[src/rtl/score_pkg.sv]
// Shared definitions for the score tracker: PS/2 prefix bytes, decoder
// state encoding, default key codes, the score ceiling and saturating
// arithmetic helpers.
package score_pkg;

    localparam logic [7:0]  EXT_PREFIX        = 8'hE0;
    localparam logic [7:0]  BRK_PREFIX        = 8'hF0;

    localparam logic [31:0] MAX_SCORE_DEFAULT = 32'd12;
    localparam logic [7:0]  INC_CODE_DEFAULT  = 8'h29;
    localparam logic [7:0]  CLR_CODE_DEFAULT  = 8'h2D;
    localparam logic [7:0]  DEC_CODE_DEFAULT  = 8'h1C;

    typedef enum logic [1:0] {
        ST_IDLE    = 2'd0,
        ST_EXT     = 2'd1,
        ST_BRK     = 2'd2,
        ST_EXT_BRK = 2'd3
    } dec_state_e;

    // Increment that sticks at the ceiling instead of wrapping.
    function automatic logic [31:0] sat_inc(input logic [31:0] value,
                                            input logic [31:0] ceiling);
        if (value < ceiling) begin
            return value + 32'd1;
        end else begin
            return ceiling;
        end
    endfunction

    // Decrement that sticks at zero instead of wrapping.
    function automatic logic [31:0] sat_dec(input logic [31:0] value);
        if (value != 32'd0) begin
            return value - 32'd1;
        end else begin
            return 32'd0;
        end
    endfunction

endpackage

[src/rtl/ps2_code_filter.sv]
// PS/2 scan-code sequence decoder. Tracks the E0 (extended) and F0 (break)
// prefixes and reports make/break events for non-extended keys only.
// The pulses are decoded from the current state and the incoming byte so
// that the downstream counter can react on the same clock edge that
// accepts the byte.
module ps2_code_filter
    import score_pkg::*;
(
    input  logic       clk,
    input  logic       reset,
    input  logic [7:0] key_code,
    input  logic       key_valid,
    output logic       make_pulse,
    output logic       break_pulse,
    output logic [7:0] code
);

    dec_state_e state_q;
    dec_state_e state_d;

    assign code = key_code;

    // Next-state and event decode; the FSM only moves when a byte arrives.
    always_comb begin
        state_d     = state_q;
        make_pulse  = 1'b0;
        break_pulse = 1'b0;
        if (key_valid) begin
            case (state_q)
                ST_IDLE: begin
                    if (key_code == EXT_PREFIX) begin
                        state_d = ST_EXT;
                    end else if (key_code == BRK_PREFIX) begin
                        state_d = ST_BRK;
                    end else begin
                        make_pulse = 1'b1;
                        state_d    = ST_IDLE;
                    end
                end
                ST_EXT: begin
                    // Extended makes are swallowed here.
                    if (key_code == BRK_PREFIX) begin
                        state_d = ST_EXT_BRK;
                    end else begin
                        state_d = ST_IDLE;
                    end
                end
                ST_BRK: begin
                    break_pulse = 1'b1;
                    state_d     = ST_IDLE;
                end
                ST_EXT_BRK: begin
                    // Extended breaks are swallowed here.
                    state_d = ST_IDLE;
                end
                default: begin
                    state_d = ST_IDLE;
                end
            endcase
        end else begin
            state_d = state_q;
        end
    end

    // Decoder state register with synchronous reset back to IDLE.
    always_ff @(posedge clk) begin
        if (reset) begin
            state_q <= ST_IDLE;
        end else begin
            state_q <= state_d;
        end
    end

endmodule

[src/rtl/score_tracker.sv]
// Saturating game-score counter driven by PS/2 key events, with a
// frame-synchronous copy for the VGA display so score changes never tear
// mid-frame. Optional feature macro: SCORE_DEC_EN compiles in a decrement
// key (DEC_CODE) with its own held flag; without it that code is ignored.
module score_tracker
    import score_pkg::*;
#(
    parameter logic [31:0] MAX_SCORE = MAX_SCORE_DEFAULT,
    parameter logic [7:0]  INC_CODE  = INC_CODE_DEFAULT,
    parameter logic [7:0]  CLR_CODE  = CLR_CODE_DEFAULT,
    parameter logic [7:0]  DEC_CODE  = DEC_CODE_DEFAULT
) (
    input  logic        clk,
    input  logic        reset,
    input  logic [7:0]  key_code,
    input  logic        key_valid,
    input  logic        frame_end,
    output logic [31:0] score,
    output logic [31:0] score_live,
    output logic        score_full
);

    logic       make_pulse_s;
    logic       break_pulse_s;
    logic [7:0] code_s;

    logic [31:0] live_q;
    logic [31:0] live_d;
    logic [31:0] frame_q;
    logic        inc_held_q;
    logic        inc_held_d;
    logic        clr_held_q;
    logic        clr_held_d;
`ifdef SCORE_DEC_EN
    logic        dec_held_q;
    logic        dec_held_d;
`endif

    ps2_code_filter u_filter (
        .clk         (clk),
        .reset       (reset),
        .key_code    (key_code),
        .key_valid   (key_valid),
        .make_pulse  (make_pulse_s),
        .break_pulse (break_pulse_s),
        .code        (code_s)
    );

    // Key actions: a make acts only when its key is not already held, so
    // typematic repeats are ignored; a break releases the key.
    always_comb begin
        live_d     = live_q;
        inc_held_d = inc_held_q;
        clr_held_d = clr_held_q;
`ifdef SCORE_DEC_EN
        dec_held_d = dec_held_q;
`endif
        if (make_pulse_s) begin
            if (code_s == INC_CODE) begin
                if (!inc_held_q) begin
                    live_d = sat_inc(live_q, MAX_SCORE);
                end else begin
                    live_d = live_q;
                end
                inc_held_d = 1'b1;
            end else if (code_s == CLR_CODE) begin
                if (!clr_held_q) begin
                    live_d = 32'd0;
                end else begin
                    live_d = live_q;
                end
                clr_held_d = 1'b1;
            end
`ifdef SCORE_DEC_EN
            else if (code_s == DEC_CODE) begin
                if (!dec_held_q) begin
                    live_d = sat_dec(live_q);
                end else begin
                    live_d = live_q;
                end
                dec_held_d = 1'b1;
            end
`endif
            else begin
                live_d = live_q;
            end
        end else if (break_pulse_s) begin
            if (code_s == INC_CODE) begin
                inc_held_d = 1'b0;
            end else if (code_s == CLR_CODE) begin
                clr_held_d = 1'b0;
            end
`ifdef SCORE_DEC_EN
            else if (code_s == DEC_CODE) begin
                dec_held_d = 1'b0;
            end
`endif
            else begin
                inc_held_d = inc_held_q;
            end
        end else begin
            live_d = live_q;
        end
    end

    // Live counter and held flags.
    always_ff @(posedge clk) begin
        if (reset) begin
            live_q     <= 32'd0;
            inc_held_q <= 1'b0;
            clr_held_q <= 1'b0;
`ifdef SCORE_DEC_EN
            dec_held_q <= 1'b0;
`endif
        end else begin
            live_q     <= live_d;
            inc_held_q <= inc_held_d;
            clr_held_q <= clr_held_d;
`ifdef SCORE_DEC_EN
            dec_held_q <= dec_held_d;
`endif
        end
    end

    // Frame latch: sample the pre-update live value on each frame boundary.
    always_ff @(posedge clk) begin
        if (reset) begin
            frame_q <= 32'd0;
        end else if (frame_end) begin
            frame_q <= live_q;
        end else begin
            frame_q <= frame_q;
        end
    end

    assign score      = frame_q;
    assign score_live = live_q;
    assign score_full = (live_q == MAX_SCORE);

endmodule
[config.mk]
export PLATFORM = sky130hd
export DESIGN_NAME = score_tracker
export DESIGN_NICKNAME = d
export VERILOG_FILES = /design/src/rtl/score_pkg.sv /design/src/rtl/ps2_code_filter.sv /design/src/rtl/score_tracker.sv
export SDC_FILE = /design/constraint.sdc
export NUM_CORES = 1
export LEC_CHECK = 0
export BUFFER_PORTS_ARGS = -buffer_cell sky130_fd_sc_hd__buf_2
export CAP_MARGIN = 20
export CORE_MARGIN = 3
export CORE_UTILIZATION = 55
export CTS_BUF_LIST = sky130_fd_sc_hd__clkbuf_16
export DETAILED_ROUTE_END_ITERATION = 10
export PLACE_DENSITY = 0.83
export SLEW_MARGIN = 20
export SYNTH_ARGS = -nofsm -noshare
export SYNTH_HDL_FRONTEND = slang
export SYNTH_SLANG_ARGS = --single-unit
[constraint.sdc]
create_clock -name clk -period 5.15 [get_ports clk]
set_input_delay 0.515 -clock clk [delete_from_list [all_inputs] [get_ports clk]]
set_output_delay 0.515 -clock clk [all_outputs]
set_load 0.01 [all_outputs]
==> results by group, run 1 <==
Cells and area
  • Area grow syn2layout: 23.7%
  • Register area: 1360 um^2
  • Total Nets Final: 380
  • Share of layout cells above drive strength 1: 26.1%
  • N_diodes: 0
  • Area of the multi-input gates: 1340 um^2
  • FILL cells: 387

Job
  • Total of max-cap violations: 0

Floorplanning
  • Full die area: 5950 um^2
  • Cell row count: 25
  • Die W: 77.1 um
  • Initial Util: 57.8%
  • Core area: 4820 um^2
  • Io pins: 77
  • Die Ht: 77.1 um

Drt
  • DRC Markers: 0
  • Drt via density: 5.66
  • Final WL: 6750 um
  • First-pass DRT Iterations: 5
  • Via Count: 2,481
  • DR iter-0 viols: 237
  • Per-cell routed wire length: 15.4 um
  • Routed Antenna Nets: 0

Critical path
  • CP Data Arrival Time: 1790 ps
  • Worst-path cell chain: nor4_1 > nand4_1 > nor2_1 > and3_1 > buf_2
  • Crit path largest cell delay: 380 ps
  • Crit Path Max Fanout: 5
  • Critical path endpoint category: primary output
  • CP max-delay cell: nor4_1
  • CP Launch Type: flop
  • WS Path Type: reg -> out
  • Data required time of the worst path: 4640 ps

Synthesis
  • Post-Synth Simple-Gate Area: 25.0%
  • Ys flop type: dfxtp_1
  • Post-synthesis cell type count: 42
  • Yosys top cell by area: dfxtp_1
  • Complex-gate fraction of the synthesized area: 10.2%
  • Largest family of logic cells by synthesized area: simple AND/OR/NAND/NOR gates
  • Top-area cell type share of the netlist area: 48.9%
  • Async set or reset register ratio after synthesis: 0%
  • #FFs+latches synth: 68
  • Post-synthesis xor/xnor area fraction: 0%
  • Adder-Cell Fraction of Synth Area: 0.899%
  • Synthesized instance count: 294
  • Syn avg cell area: 9.46 um^2
  • Post-Synthesis Cell Area: 2780 um^2
  • Synth Net Count: 308
  • Multiplexer share of the synthesized area: 12.2%
  • Synth warnings: 0
  • Top post-synthesis cells by area: dfxtp_1 (49%), mux2i_1 (12%), nor2_1 (7.4%)
  • EDFF count, synth: 0
  • Sequential share of the synthesized area: 48.9%

Global routing
  • Largest net degree at the start of global routing: 45
  • Global-route wire length before repair: 11,500 um
  • GRT Overall Usage: 24.3%
  • Vias in the first global route: 2,305
  • Total gr overflow: 0
  • Initial antenna violation count: 0

Timing
  • Fmax: 433 MHz
  • Layout Skew: 5.21 ps
  • Slew @ Worst Pin: 942 ps
  • Slew margin rel.: 37.2%
  • Slew Limit Fails: 0
  • Final Hold Viols: 0
  • Final period util: 44.8%
  • Setup TNS: 0 ps
  • Final setup viols: 0
  • Minimum clock period: 2310 ps
  • RSZ-0062 raised after global routing: no

Power and ir drop
  • Sw Pwr: 0.227 mW
  • Total power: 1.08 mW
  • Power per cell area: 314 nW/um^2
  • Seq pwr share: 48.7%
  • Maximum vdd drop: 0.238 mV
  • Clock power frac: 48.0%
  • Leak: 1.60 nW
  • Internal power: 0.854 mW
  • Logic pwr share: 3.2%
  • Switching share of power: 21.0%

Clocking
  • CTS Sinks: 68
  • Clock-pin slew on the worst setup and hold paths: 50 ps
  • Root buf cell: clkbuf_16
  • Total CTS buffers: 9
  • H-tree Lvls: 3
  • CTS max path bufs: 2
  • Setup bufs post-CTS: 0
  • Hold-fix buffers at CTS: 0
  • CTS tree: built
  • Clock Latency Late Sink: 320 ps
  • Post_cts resized: 0

Placement
  • Hpwl dp: 4530 um
  • GP Congestion: 0.818
  • Port bufs: 76

Run status
  • Outcome: complete, no violations

Hold path
  • HP Class: reg -> reg
through the flow:
stage	cell area (um^2)	hold slack, ps	utilization [%]	instances	setup slack (ps)
2_1_floorplan	2780	453	-	294	3150
3_3_place_gp	3190	466	66.2	422	2880
3_5_place_dp	3190	472	66.2	422	2870
4_1_cts	3440	478	71.4	438	2810
5_1_grt	3440	496	71.4	438	2680
6_report	3440	476	71.4	438	2840
power by group through the flow:
stage | Combinational [mW] | Sequential, mW | Clock [mW]
floorplan | 0.0253 | 0.538 | 0
global placement | 0.0342 | 0.538 | 0
detailed placement | 0.0347 | 0.538 | 0
CTS | 0.0353 | 0.527 | 0.524
global route | 0.0379 | 0.526 | 0.556
finish | 0.0350 | 0.527 | 0.519
worst max-delay path: cells and delay by family, from the launching register on:
family,cells,cell delay [ps]
AND/OR/NAND/NOR,4,1020
flip-flops,1,330
buffers and inverters,1,120
metal layers:
layer / GRT usage (%) / up-vias / part of all wire [%]
met4: 8.36 / 0 / 1.8
met1: 32.4 / 1174 / 44
li1: - / 1208 / -
met3: 6.10 / 10 / 6.3
met2: 38.1 / 89 / 48
met5: 0 / - / 0
cell families (layout without fill, tap and decap cells):
group	Yosys count	count (layout)
AOI/OAI and AO/OA	41	41
adders and majority gates	2	2
buffers and inverters	20	97
DFF	68	68
muxes	34	34
and+or+nand+nor	129	129
state kept, by name, summed over array words and instances, names as in the netlist:
| signal | count |
|---|---|
| clr_held_q | 1 |
| inc_held_q | 1 |
| score | 32 |
| u_filter.state_q | 2 |
| score_live | 32 |
cell usage in the layout (no fill, tap or decap), drive strengths merged:
cell type,n
or4,1
clkinv,4
mux2i,34
nand4,2
nor3b,1
nand4bb,1
and3,7
nor2,55
o211ai,1
or3b,2
o22a,1
inv,8
nor4,10
nand2b,2
clkbuf,9
o21a,8
and4,5
o21ba,1
a2111oi,1
or3,3
a21oi,10
nand3b,2
o21ai,3
nand2,10
dfxtp,68
buf,76
a311oi,1
or2,2
nor2b,1
a41oi,5
o21bai,1
and2,6
nand3,9
ha,2
a31oi,8
nor4b,1
nor3,9
o22ai,1
area by class of cell:
| cell class | count | share of cell area, % |
|---|---|---|
| Clock buffer | 9 | 6.55 |
| Clock inverter | 7 | 0.800 |
| Inverter | 5 | 0.545 |
| Multi-Input combinational cell | 206 | 39.1 |
| Sequential cell | 68 | 39.6 |
| Tap cell | 67 | 2.44 |
| Timing Repair Buffer | 76 | 11.1 |
cells in the mapped netlist, types with 2 or more instances:
cell,number
dfxtp_1,68
or2_2,2
nand4_1,2
a21oi_1,10
a31oi_1,8
or3_1,3
and3_1,7
nor4_1,8
inv_1,5
and4_1,5
buf_2,2
clkbuf_1,9
o21ai_0,2
nand2b_1,2
a41oi_1,5
nor3_1,9
mux2i_1,34
nand3b_1,2
nand2_1,10
and2_1,6
o21a_1,8
nand3_1,9
nor2_1,55
ha_1,2
buf_1,4
path summary, 6_finish.rpt:
| check | cells past startpoint | to | slack, ps | startpoint |
|---|---|---|---|---|
| max | 5 | score_full | 2840 | score_live[4] |
| min | 2 | clr_held_q | 480 | clr_held_q |
| max reg2reg | 5 | score_live[22] | 2950 | score_live[1] |
| min reg2reg | 2 | clr_held_q | 480 | clr_held_q |
Note: power is estimated with default switching activity, not from simulation.
==> run 2: changes to the inputs <==
--- a/config.mk
+++ b/config.mk
@@ -8,10 +8,10 @@
 export BUFFER_PORTS_ARGS = -buffer_cell sky130_fd_sc_hd__buf_2
 export CAP_MARGIN = 20
 export CORE_MARGIN = 3
-export CORE_UTILIZATION = 55
+export CORE_UTILIZATION = 46
 export CTS_BUF_LIST = sky130_fd_sc_hd__clkbuf_16
 export DETAILED_ROUTE_END_ITERATION = 10
-export PLACE_DENSITY = 0.83
+export PLACE_DENSITY = 0.74
 export SLEW_MARGIN = 20
 export SYNTH_ARGS = -nofsm -noshare
 export SYNTH_HDL_FRONTEND = slang
==> constraint.sdc (replaced) <==
create_clock -name clk -period 1.9 [get_ports clk]
set_input_delay 0.19 -clock clk [delete_from_list [all_inputs] [get_ports clk]]
set_output_delay 0.19 -clock clk [all_outputs]
set_load 0.01 [all_outputs]
==> run 2 against run 1 <==
Against the previous run: sequential cell count did not move; wire length increased by 9.7%; design area rose by 14%; clock skew fell by 0.51 ps; clock power grew to 3.6 times the previous value; utilization is 2.2 points lower; sequential share of layout area shrank 4.9 points; sequential power increased to 2.7 times the previous value; power grew to 3.1 times the previous value; global-route usage decreased by 2.8 points.
==> results by group, run 2 (synthesized netlist as in run 1, its figures left out) <==
Timing
  • RSZ-0062 raised after global routing: yes
  • Layout Skew: 4.70 ps
  • Slew margin rel.: 70.6%
  • Setup TNS: 0 ps
  • Final Hold Viols: 0
  • Fmax: 531 MHz
  • Slew Limit Fails: 0
  • Slew @ Worst Pin: 440 ps
  • Minimum clock period: 1880 ps
  • Final hold slack: 190 ps
  • Final period util: 99.1%
  • Final setup viols: 0

Critical path
  • Critical path endpoint category: primary output
  • Crit Path Max Fanout: 2
  • CP Data Arrival Time: 1690 ps
  • R2R cell count: 6
  • Data required time of the worst path: 1710 ps
  • CP Launch Type: flop
  • WS Path Type: reg -> out

Hold path
  • Worst hold stages: 3
  • HP Class: in -> reg

Drt
  • DRC Markers: 0
  • Via Count: 2,587
  • Routed Antenna Nets: 0
  • Drt via density: 5.38
  • Per-cell routed wire length: 15.4 um
  • DR iter-0 viols: 148
  • First-pass DRT Iterations: 4
  • Final WL: 7400 um

Power and ir drop
  • Leak: 1.86 nW
  • Total power: 3.39 mW
  • Maximum vdd drop: 0.567 mV
  • Power per cell area: 862 nW/um^2

Global routing
  • M1 GR Usage: 26.2%
  • Initial antenna violation count: 0
  • GRT Overall Usage: 21.4%
  • Met2 Use GR: 35.3%
  • Global-route wire length before repair: 12,100 um
  • Largest net degree at the start of global routing: 20
  • M3 GR Usage: 5.63%
  • Vias in the first global route: 2,438
  • GRT Max-Usage Layer: met2
  • Total gr overflow: 0

Placement
  • Hpwl dp: 5030 um
  • Dpl cell area: 3450 um^2
  • Placed Instances: 460
  • GP Congestion: 0.842
  • Port bufs: 76

Clocking
  • Clock-pin slew on the worst setup and hold paths: 50 ps
  • H-tree Lvls: 3
  • Total CTS buffers: 9
  • CTS Sinks: 68
  • Clock Latency Late Sink: 330 ps
  • Root buf cell: clkbuf_16
  • Hold-fix buffers at CTS: 0
  • CTS tree: built
  • CTS max path bufs: 2

Floorplanning
  • Die Ht: 83.8 um
  • Die W: 83.8 um
  • Io pins: 77
  • Initial Util: 49.0%
  • Core area: 5680 um^2
  • Full die area: 7020 um^2
  • Cell row count: 27

Cells and area
  • Area grow syn2layout: 41.2%
  • FILL cells: 433
  • Total Nets Final: 418
  • Final non-filler cell total: 481
  • Finished Cell Area: 3930 um^2
  • Area of the multi-input gates: 1440 um^2
  • N_diodes: 0
  • Register area: 1360 um^2
  • Most frequent cells in the layout: buf_2 (75), dfxtp_1 (66), nor2_1 (54)
  • Most common cell after layout, fill and taps aside: buf_2
  • Share of layout cells above drive strength 1: 37.4%

Run status
  • Outcome: complete, no violations

Job
  • Total of max-cap violations: 0
run 2: area by class of cell:
type / count / area share, %
timing repair buffer: 114 / 17.4
sequential: 68 / 34.7
tap: 72 / 2.29
multi-input combinational: 206 / 36.7
clock buffer: 9 / 5.73
clock inverter: 7 / 2.71
inverter: 5 / 0.478
run 2: worst max-delay path, stage by stage (launching register included):
cell	delay, ps
dfxtp_2	320
nor4_2	310
nand4_1	190
buf_4	190
nor2_4	80
and3_4	190
buf_6	90
run 2: through the flow:
| stage | util [%] | setup WS (ps) |
|---|---|---|
| after floorplan | - | 181 |
| after global placement | 60.9 | -48.7 |
| after detailed placement | 60.9 | -82.6 |
| after CTS | 67.7 | -25.0 |
| after global routing | 69.2 | -74.2 |
| final | 69.2 | 16.3 |
run 2: final timing paths:
| kind | startpoint | endpoint | slack, ps |
|---|---|---|---|
| worst min register to register | score[24] | score[24] | 490 |
| worst max register to register | score_live[6] | score_live[23] | 100 |
| worst max-delay path | score_live[20] | score_full | 20 |
| worst min-delay path | key_valid | u_filter.state_q[1] | 190 |
run 2: power breakdown:
part	internal [mW]	switching [mW]	leakage, nW
Sequential	1.43	0.000129	0.548
Clock	1.26	0.587	0.166
Combinational	0.0456	0.0615	1.14
Total	2.74	0.649	1.86
run 2: repair_timing:
| item | CTS | global route |
|---|---|---|
| gates resized for setup | 8 | 12 |
| setup buffers | 2 | 3 |
| pin swaps | 5 | 7 |
| endpoints found under the setup margin | 28 | 30 |
run 2: metal layers:
layer  routed length, um  part of all wire, %
met1                3260                   44
met2                3570                   48
met3                 405                  5.5
met4                 165                  2.2
met5                   0                    0
==> run 3: changes to the inputs <==
--- a/config.mk
+++ b/config.mk
@@ -8,11 +8,12 @@
 export BUFFER_PORTS_ARGS = -buffer_cell sky130_fd_sc_hd__buf_2
 export CAP_MARGIN = 20
 export CORE_MARGIN = 3
-export CORE_UTILIZATION = 46
+export CORE_UTILIZATION = 47
 export CTS_BUF_LIST = sky130_fd_sc_hd__clkbuf_16
 export DETAILED_ROUTE_END_ITERATION = 10
-export PLACE_DENSITY = 0.74
+export PLACE_DENSITY = 0.75
 export SLEW_MARGIN = 20
 export SYNTH_ARGS = -nofsm -noshare
 export SYNTH_HDL_FRONTEND = slang
+export SYNTH_HIERARCHICAL = 1
 export SYNTH_SLANG_ARGS = --single-unit
==> run 3 against run 2 <==
Against the previous run: first-iteration DRC count rose by 2.7%; critical endpoint is now score_live[14]; wire length fell by 2.3%; global-route usage fell by 1.3 points; power fell by 10%; critical path type is now reg -> reg; sequential power barely moved; hold slack got worse by 6.5 ps.
==> results by group, run 3 <==
Run status
  • Outcome: complete, no violations

Floorplanning
  • Full die area: 7240 um^2
  • Io pins: 77
  • Die W: 85.1 um
  • Die Ht: 85.1 um
  • Initial Util: 49.0%
  • Core area: 5990 um^2
  • Cell row count: 28

Power and ir drop
  • Power per cell area: 761 nW/um^2
  • Leak: 1.85 nW
  • Maximum vdd drop: 0.583 mV
  • Total power: 3.04 mW

Job
  • Total of max-cap violations: 0

Synthesis
  • Top post-synthesis cells by area: dfxtp_1 (46%), mux2i_1 (12%), nor2_1 (8.6%)
  • Async set or reset register ratio after synthesis: 0%
  • Sequential share of the synthesized area: 46.3%
  • Syn avg cell area: 9.39 um^2
  • Top cells by count, synth: dfxtp_1 (68), nor2_1 (67), mux2i_1 (34)
  • #FFs+latches synth: 68
  • Synthesized instance count: 313
  • EDFF count, synth: 0
  • Top-count cell post-synth: dfxtp_1
  • Yosys top cell by area: dfxtp_1
  • Top-area cell type share of the netlist area: 46.3%
  • Ys flop type: dfxtp_1
  • Synth warnings: 6
  • Post-Synthesis Cell Area: 2940 um^2
  • Synth Net Count: 327
  • Post-synthesis cell type count: 44

Drt
  • Routed Antenna Nets: 0
  • First-pass DRT Iterations: 4
  • DR iter-0 viols: 152
  • Via Count: 2,642
  • Final WL: 7230 um
  • Drt via density: 5.31
  • Per-cell routed wire length: 14.5 um
  • DRC Markers: 0

Clocking
  • Total CTS buffers: 9
  • H-tree Lvls: 3
  • CTS max path bufs: 2
  • CTS tree: built
  • CTS Sinks: 68
  • Clock Latency Late Sink: 330 ps
  • Root buf cell: clkbuf_16
  • Clock-pin slew on the worst setup and hold paths: 60 ps

Critical path
  • CP max-delay cell: or4_4
  • CP Data Arrival Time: 2140 ps
  • Crit Path Max Fanout: 7
  • Crit path largest cell delay: 540 ps
  • CP Launch Type: flop
  • Worst-path cell chain: or4_4 > a21o_1 > nor4_4 > o21bai_4 > clkbuf_16 > nor2_1
  • Critical path endpoint category: flop
  • WS Path Type: reg -> reg
  • Data required time of the worst path: 2150 ps

Placement
  • GP Congestion: 0.816
  • Post-Place Worst Slack: -109 ps
  • Hpwl dp: 5150 um
  • Dpl cell area: 3560 um^2
  • Port bufs: 76

Timing
  • Slew @ Worst Pin: 457 ps
  • Final setup viols: 0
  • RSZ-0062 raised after global routing: yes
  • Final Hold Viols: 0
  • Slew margin rel.: 69.3%
  • Fmax: 531 MHz
  • Final hold slack: 183 ps
  • Layout Skew: 5.98 ps
  • Slew Limit Fails: 0
  • Final period util: 99.1%
  • Minimum clock period: 1880 ps
  • Final Worst Setup Slack: 16.4 ps

Cells and area
  • Share of layout cells above drive strength 1: 38.3%
  • Area grow syn2layout: 36.0%
  • Most common cell after layout, fill and taps aside: buf_2
  • Area of the multi-input gates: 1540 um^2
  • Register area: 1370 um^2
  • N_diodes: 0
  • Total Nets Final: 432
  • FILL cells: 495
  • Most frequent cells in the layout: buf_2 (76), dfxtp_1 (65), nor2_1 (60)
  • Finished Cell Area: 4000 um^2

Global routing
  • Total gr overflow: 0
  • GRT Overall Usage: 20.1%
  • Initial antenna violation count: 0
  • Largest net degree at the start of global routing: 26
  • Vias in the first global route: 2,431
  • Global-route wire length before repair: 11,600 um

Hold path
  • HP Class: in -> reg
run 3: cell types whose count changed in the layout (fill, tap and decap cells not counted), sizes merged, moves of 4 or more:
| cell | previous run | this run |
|---|---|---|
| nor2 | 55 | 70 |
| and3b | 0 | 4 |
| nor4 | 10 | 15 |
| nand4 | 2 | 11 |
| a31oi | 8 | 4 |
| and2 | 6 | 2 |
| o21a | 8 | 0 |
| and3 | 7 | 3 |
| a41oi | 5 | 1 |
| xnor2 | 0 | 11 |
run 3: kinds of logic after synthesis:
| family | synth area share (%) |
|---|---|
| muxes | 11.6 |
| DFF | 46.3 |
| AOI/OAI and AO/OA | 5.66 |
| and+or+nand+nor | 27.6 |
| buffers and inverters | 4.73 |
| xor gates and xnor gates | 3.28 |
| adders and majority gates | 0.852 |
run 3: cell type report:
type	instances	area share, %
Multi-Input combinational cell	221	38.5
Sequential cell	68	34.2
Timing Repair Buffer	115	17.9
Clock buffer	9	5.64
Tap cell	75	2.35
Clock inverter	7	1.06
Inverter	3	0.282
run 3: worst max-delay path, delay by kind of cell, from the launching register on:
family,cells,cell delay [ps]
DFF,1,310
AOI/OAI and AO/OA,2,350
buffers and inverters,1,200
and+or+nand+nor,3,950
run 3: per-layer routing:
metal  share of wire (%)  vias to the layer above  track usage (%)
li1                    -                     1317                -
met1                  45                     1244             26.2
met2                  49                       70             32.3
met3                 4.8                       11             3.11
met4                 1.5                        0             9.93
met5                   0                        -                0
run 3: where the power goes:
group	leakage [nW]	internal, mW	switching (mW)
clock network	0.129	0.874	0.614
logic	1.17	0.0592	0.0677
registers	0.549	1.42	0.000209
run 3: timing repair:
item,in CTS,in global routing
cloned,0,1
setup buffers,2,2
resized for setup,2,23
endpoints found under the hold margin,0,0
pin swaps,3,7
hold buffers,0,0
setup endpoints to repair,1,29
run 3: worst paths after layout:
kind	from	end	slack (ps)	cells after the start
setup / recovery	score_live[25]	score_live[14]	20	6
setup reg to reg	score_live[25]	score_live[14]	20	6
hold / removal	key_valid	u_filter/state_q[1]	180	3
hold reg to reg	score[17]	score[17]	490	2
run 3: stage by stage:
step / std cells / setup TNS, ps / util (%)
after floorplan: 313 / 0 / -
after global placement: 477 / 0 / 59.5
after detailed placement: 477 / -392 / 59.5
after CTS: 495 / 0 / 64.4
after global routing: 498 / -2290 / 66.7
final: 498 / 0 / 66.7
